[config.mk]
export PLATFORM = sky130hd
export DESIGN_NAME = rst_seq_ctrl
export DESIGN_NICKNAME = d
export VERILOG_FILES = /design/src/rtl/rst_seq_pkg.sv /design/src/rtl/rst_seq_cnt.sv /design/src/rtl/rst_seq_ctrl.sv
export SDC_FILE = /design/constraint.sdc
export NUM_CORES = 1
export LEC_CHECK = 0
export ABC_AREA = 1
export CAP_MARGIN = 40
export CORE_UTILIZATION = 54
export DETAILED_ROUTE_END_ITERATION = 6
export GPL_ROUTABILITY_DRIVEN = 0
export PLACE_DENSITY_LB_ADDON = 0.1
export SLEW_MARGIN = 0
export SYNTH_ARGS = -nofsm -noshare
export SYNTH_HDL_FRONTEND = slang
export SYNTH_HIERARCHICAL = 1
export SYNTH_SLANG_ARGS = --single-unit
[constraint.sdc]
create_clock -name CLK -period 1.9 [get_ports CLK]
set_clock_uncertainty 0.15 [all_clocks]
set_input_delay 0.38 -clock CLK [delete_from_list [all_inputs] [get_ports CLK]]
set_output_delay 0.38 -clock CLK [all_outputs]
set_load 0.01 [all_outputs]
[src/rtl/rst_seq_pkg.sv]
// Reset sequencer shared types: FSM state encodings and
// the down-counter width helper.
package rst_seq_pkg;

  typedef enum logic [1:0] {
    ST_ASSERT  = 2'd0,
    ST_HOLD    = 2'd1,
    ST_RELEASE = 2'd2,
    ST_DONE    = 2'd3
  } state_t;

  function automatic int cnt_width(input int hold, input int gap);
    int m;
    m = (hold > gap) ? hold : gap;
    return $clog2(m) + 1;
  endfunction

endpackage

[src/rtl/rst_seq_cnt.sv]
// Loadable saturating down-counter with zero flag.
// Ports: clk, rst (sync), load, load_val -> cnt, zero.
module rst_seq_cnt #(
  parameter int W = 4
) (
  input  logic         clk,
  input  logic         rst,
  input  logic         load,
  input  logic [W-1:0] load_val,
  output logic [W-1:0] cnt,
  output logic         zero
);

  always_ff @(posedge clk) begin
    if (rst)
      cnt <= '0;
    else if (load)
      cnt <= load_val;
    else if (cnt != '0)
      cnt <= cnt - 1'b1;
  end

  assign zero = (cnt == '0);

endmodule

[src/rtl/rst_seq_ctrl.sv]
// Staged reset release for NUM_DOMAINS domains with sw reset.
// Ports: CLK, RST, SW_RST_REQ -> SW_RST_ACK, DOM_RST, RST_DONE.
module rst_seq_ctrl
  import rst_seq_pkg::*;
#(
  parameter int NUM_DOMAINS = 4,
  parameter int HOLD_CYCLES = 16,
  parameter int STAGE_GAP   = 8
) (
  input  logic                   CLK,
  input  logic                   RST,
  input  logic                   SW_RST_REQ,
  output logic                   SW_RST_ACK,
  output logic [NUM_DOMAINS-1:0] DOM_RST,
  output logic                   RST_DONE
);

  if (NUM_DOMAINS < 1 || NUM_DOMAINS > 16) begin : g_bad_nd
    $error("rst_seq_ctrl: NUM_DOMAINS must be 1..16");
  end
  if (HOLD_CYCLES < 1) begin : g_bad_hold
    $error("rst_seq_ctrl: HOLD_CYCLES must be >= 1");
  end
  if (STAGE_GAP < 1) begin : g_bad_gap
    $error("rst_seq_ctrl: STAGE_GAP must be >= 1");
  end

  localparam int CW = cnt_width(HOLD_CYCLES, STAGE_GAP);
  localparam int IW = (NUM_DOMAINS > 1) ? $clog2(NUM_DOMAINS) : 1;

  // Counter holds N-1 so the zero flag lines up with edge N.
  localparam logic [CW-1:0] HOLD_LD = CW'(HOLD_CYCLES - 1);
  localparam logic [CW-1:0] GAP_LD  = CW'(STAGE_GAP - 1);
  localparam logic [IW-1:0] LAST    = IW'(NUM_DOMAINS - 1);

  state_t state, state_n;
  logic [IW-1:0] idx, idx_n;
  logic [NUM_DOMAINS-1:0] dom, dom_n;
  logic done, done_n;
  logic ack, ack_n;
  logic ld;
  logic [CW-1:0] ld_val;
  logic [CW-1:0] cnt;
  logic zero;

  rst_seq_cnt #(.W(CW)) u_cnt (
    .clk      (CLK),
    .rst      (RST),
    .load     (ld),
    .load_val (ld_val),
    .cnt      (cnt),
    .zero     (zero)
  );

  always_comb begin
    state_n = state;
    idx_n   = idx;
    dom_n   = dom;
    done_n  = done;
    ack_n   = 1'b0;
    ld      = 1'b0;
    ld_val  = HOLD_LD;
    unique case (state)
      ST_ASSERT: begin
        dom_n   = '1;
        done_n  = 1'b0;
        idx_n   = '0;
        ld      = 1'b1;
        state_n = ST_HOLD;
      end
      ST_HOLD: begin
        if (zero) begin
          dom_n[0] = 1'b0;
          if (NUM_DOMAINS == 1) begin
            state_n = ST_DONE;
          end else begin
            state_n = ST_RELEASE;
            idx_n   = IW'(1);
            ld      = 1'b1;
            ld_val  = GAP_LD;
          end
        end
      end
      ST_RELEASE: begin
        if (zero) begin
          dom_n = dom & ~(NUM_DOMAINS'(1) << idx);
          if (idx == LAST) begin
            state_n = ST_DONE;
          end else begin
            idx_n  = idx + 1'b1;
            ld     = 1'b1;
            ld_val = GAP_LD;
          end
        end
      end
      ST_DONE: begin
        // A request already held on arrival counts as new.
        if (SW_RST_REQ) begin
          dom_n   = '1;
          done_n  = 1'b0;
          ack_n   = 1'b1;
          idx_n   = '0;
          ld      = 1'b1;
          state_n = ST_HOLD;
        end else begin
          done_n = 1'b1;
        end
      end
      default: state_n = ST_ASSERT;
    endcase
  end

  always_ff @(posedge CLK) begin
    if (RST) begin
      state <= ST_ASSERT;
      idx   <= '0;
      dom   <= '1;
      done  <= 1'b0;
      ack   <= 1'b0;
    end else begin
      state <= state_n;
      idx   <= idx_n;
      dom   <= dom_n;
      done  <= done_n;
      ack   <= ack_n;
    end
  end

  assign DOM_RST    = dom;
  assign RST_DONE   = done;
  assign SW_RST_ACK = ack;

endmodule

# == After elaboration in Yosys (flattened, before gate mapping) ==
# Cells that the tools add are included.
# totals
regBits,15
input_bits,3
word_cells,61
# classes
mux,28
n_eq_ne,9
shift,1
add_sub_neg,2
bitwise_logic,3
reduce_logical,11
# op_table
cell,count
$mux 2,8
$mux 4,4
$pmux 2 s4,2
$mux 5,3
$pmux 5 s2,1
$pmux 3 s3,1
$pmux 1 s4,2
$reduce_and 4->1,2
$eq 2x2->1 const B,3
$mux 1,6
$ne 2x2->1 const B,3
$reduce_and 3->1,2
$logic_not 5->1,1
$reduce_bool 5->1,1
$sub 5x1->5 const B,1
$and 4x4->4,1
$ne 2x1->1 const B,2
$not 4->4,1
$reduce_bool 2->1,2
$shl 1x2->4 const A,1
$reduce_bool 3->1,1
$add 2x1->2 const B,1
$eq 2x1->1 const B,1
$logic_not 2->1,1
3 further kinds,3

# == Logic depth before layout (Yosys ltp) ==
# logic_depth
ltp_word,5
mapped_depth,11
depth_no_buf,11

# == Hierarchy ==
# Netlist, hierarchy kept.
# by_module_without_submodules
module,area_per_inst_um2,cells_per_inst,seq_area_each_um2,instances
rst_seq_ctrl,635.6,95,200.2,1
rst_seq_cnt,290.3,42,100.1,1

# == Least setup slack after synthesis ==
# No wires, ideal clock.
# synth_timing
path_type,register to register
start,register state[0]
end,register u_cnt.cnt[0]
t_arrival_ns,1.477
synth_period_minus_slack_ns,1.743
required_time_ns,1.634
setup_time_ns,0.116
stages_incl_launch_ff,11
n_path_buf,0
setup_slack_ns,0.157
path_cell_list,dfxtp_1 -> inv_1 -> ha_1 -> nand2_1 -> nand2_1 -> nand2_1 -> nand3b_1 -> inv_2 -> nand4_1 -> o21ai_0 -> nor2_1
# synth_between
elab_chain_cells,3
elab_cells_between_ends,8
# synth_rtl
element,line_no,rtl
from (decl),rst_seq_ctrl.sv:36,"state_t state, state_n;"
from (signal assigned),rst_seq_ctrl.sv:121,state <= state_n;
"$eq 2x2->1, or another cell as far along",rst_seq_ctrl.sv:63,unique case (state)
$pmux 1 s4 (*),rst_seq_ctrl.sv:63,
named net ld,rst_seq_ctrl.sv:41,logic ld;
$mux 5 / $reduce_bool 2->1 (equally long branches),--,
to (signal assigned),rst_seq_cnt.sv:18,cnt <= load_val;
to (signal assigned),rst_seq_cnt.sv:20,cnt <= cnt - 1'b1;
to (decl),rst_seq_cnt.sv:10,"output logic [W-1:0] cnt,"
# The timed path passes the listed nets; every way through them passes the cells marked *.
# A chain may end at the register's enable or synchronous reset.

# == Worst setup path after layout ==
# layout_timing
start,register state[0]
end,register u_cnt.cnt[1]
# The elaborated chain is that of the path after synthesis.

==> metrics <==
initial antenna violation count 0; reg-to-reg critical path startpoint state[0]; #FFs+latches synth 15; Worst R2R Path Depth 10; reg2reg end u_cnt/cnt[1]; die height between 40 and 50 um; VDD IR max between 0.001 and 0.0015 V; detailed router's first-iteration violation count 19; Cell variety after synth 21; leading area contributor after synthesis dfxtp_1; clk slew on worst S/H paths 90 ps; Root Buffer clkbuf_4; layout cells sized above 1 18.47%; TritonCTS clock tree done; GRT Total Usage approximately 23%; commonest cells in the netlist nand2_1 (40), inv_1 (19), nor2_1 (16); last element of the critical path u_cnt/cnt[1]; gr ovfl total 0; CTS sink cnt 15; pwr dens roughly 1700 nW/um^2; Cells after Synth 137; max-slew violations 0; IO Pins 9; CTS buffer count 3; mean post-synth cell area just under 7 um^2; FF-to-FF setup slack 100 ps; Tcrit/Tclk final a little over nine tenths; critical path class reg -> reg; CTS H-tree lvls 1; critical-path maximum fanout 5; routed len/inst 10.86 um; Std-Cell Rows 14; buffers added on ports 8; vias per cell 4.936; ant diodes 0; DRC 4; Die X 43.41 um; Post-synth ARST share 0%; Core Util, Final 71.83%; hold_buf cts 0; Synth Flop Type dfxtp_1; largest net degree at the start of global routing 10; clk buf depth 2; global-route wire length before repair 3118 um; vias in the first global route 798; synthesized area 925.9 um^2; status complete, but fails checks; arrival time of the worst setup path 1880 ps; Synth top area share around a third; Crit. End Element register; failing checks design-rule violations; hold wc startpoint DOM_RST[0]; final setup violation count 0; number of synthesized flops with an enable pin 0; Core Region around 1600 um^2; max-cap violations 0; hpwl dp 1442 um; First-pass DRT Iterations 6; max frequency 0.5551 GHz; Area Overhead vs Synth 20.95%; clock latency on the worst-skew pair about 290 ps; Req. time, crit path 1980 ps; count of final hold-check violations 0; hold path cells 2; top cells by area, synth dfxtp_1 (32%), nand2_1 (16%), ha_1 (14%); start point of the critical path state[0]; Worst Setup Start Kind register; Leak 0.5764 nW; top-count cell post-synth nand2_1; YS warnings 6; Die ar. 1884 um^2; Worst Hold Class reg -> reg; hold_ws 310.6 ps; Layout Nets 171; starting density of the core 59.39%; post-route ant nets 0; post-layout minimum cycle time 1801 ps; vias 854; DRT Wirelength 1879 um; Seq/Total Area, Yosys 32.43%
-- area by class of cell --
type	instances	area, um^2
multi-input cells	102	554.3
fillers	126	439.2
flip-flops and latches	15	309.0
repair buffers	14	125.1
inverters	22	83.83
clock buffers	3	22.52
well taps	16	20.02
clock inverters	1	5.005
-- routing by layer --
layer  part of all wire [%]  global-route usage (%)  vias up
met2                     50                   40.00       18
li1                       -                       -      458
met1                     45                   24.08      376
met5                      0                       0        -
met3                    4.0                   7.917        2
met4                    1.0                   13.13        0
-- cell families (layout without fill, tap and decap cells) --
group,after synthesis,after routing,share of synthesized area (%)
simple gates,73,73,34.86
buf+inv,22,40,9.054
flops,15,15,32.43
compound gates,14,14,8.379
fa+ha+maj,10,10,13.51
other cells,2,4,0.8111
xor+xnor,1,1,0.9461
-- what timing repair did --
action / 4_1_cts / 5_1_grt
setup buffers: 0 / 2
resized for setup: 0 / 10
setup endpoints to repair: 0 / 4
-- sequential cells by signal, indices dropped and copies added (netlist names) --
signal / count
idx: 2
RST_DONE: 1
u_cnt/cnt: 5
state: 2
SW_RST_ACK: 1
DOM_RST: 4
-- report_power, final --
group          internal (mW)  leakage [nW]  switching (mW)
registers              0.446         0.126          0.0877
clock network         0.0784        0.0177           0.110
logic                  0.480         0.433           0.671
-- worst min path at each step --
stage	to	slack, ps
after floorplan	u_cnt/cnt[1]	290
after global placement	DOM_RST[0]	290
after detailed placement	DOM_RST[0]	300
after CTS	DOM_RST[0]	320
after global routing	DOM_RST[0]	340
final	DOM_RST[0]	310
-- critical path, cell delays in order, from the launching register on --
cell      delay [ps]
dfxtp_4          380
inv_1             60
ha_1             210
nand2_1          110
nand2_1           60
nand2_1           50
nand3b_1         170
buf_4            190
o21ai_0          150
nand2_1           90
a21oi_2          130
-- per-stage QoR --
stage	area, um^2	setup TNS [ps]	setup slack (ps)	instances	power (mW)
after floorplan	933.4	0	157.1	139	1.298
after global placement	1064	0	83.23	167	1.569
after detailed placement	1064	-4.780	-4.780	167	1.614
after CTS	1091	0	2.916	171	1.807
after global routing	1120	-1.141	-1.141	173	2.067
final	1120	0	98.60	173	1.873
-- placed cells by master, fill, tap and decap left out, drive strengths merged --
master         count
a21oi              6
a31oi              1
buf                6
clkbuf             3
clkdlybuf4s50      8
clkinv             2
conb               4
dfxtp             15
ha                10
inv               21
nand2             43
nand3              9
nand3b             2
nand4              1
nor2              18
o211ai             1
o21ai              6
xor2               1
Note: power is estimated with default switching activity, not from simulation.
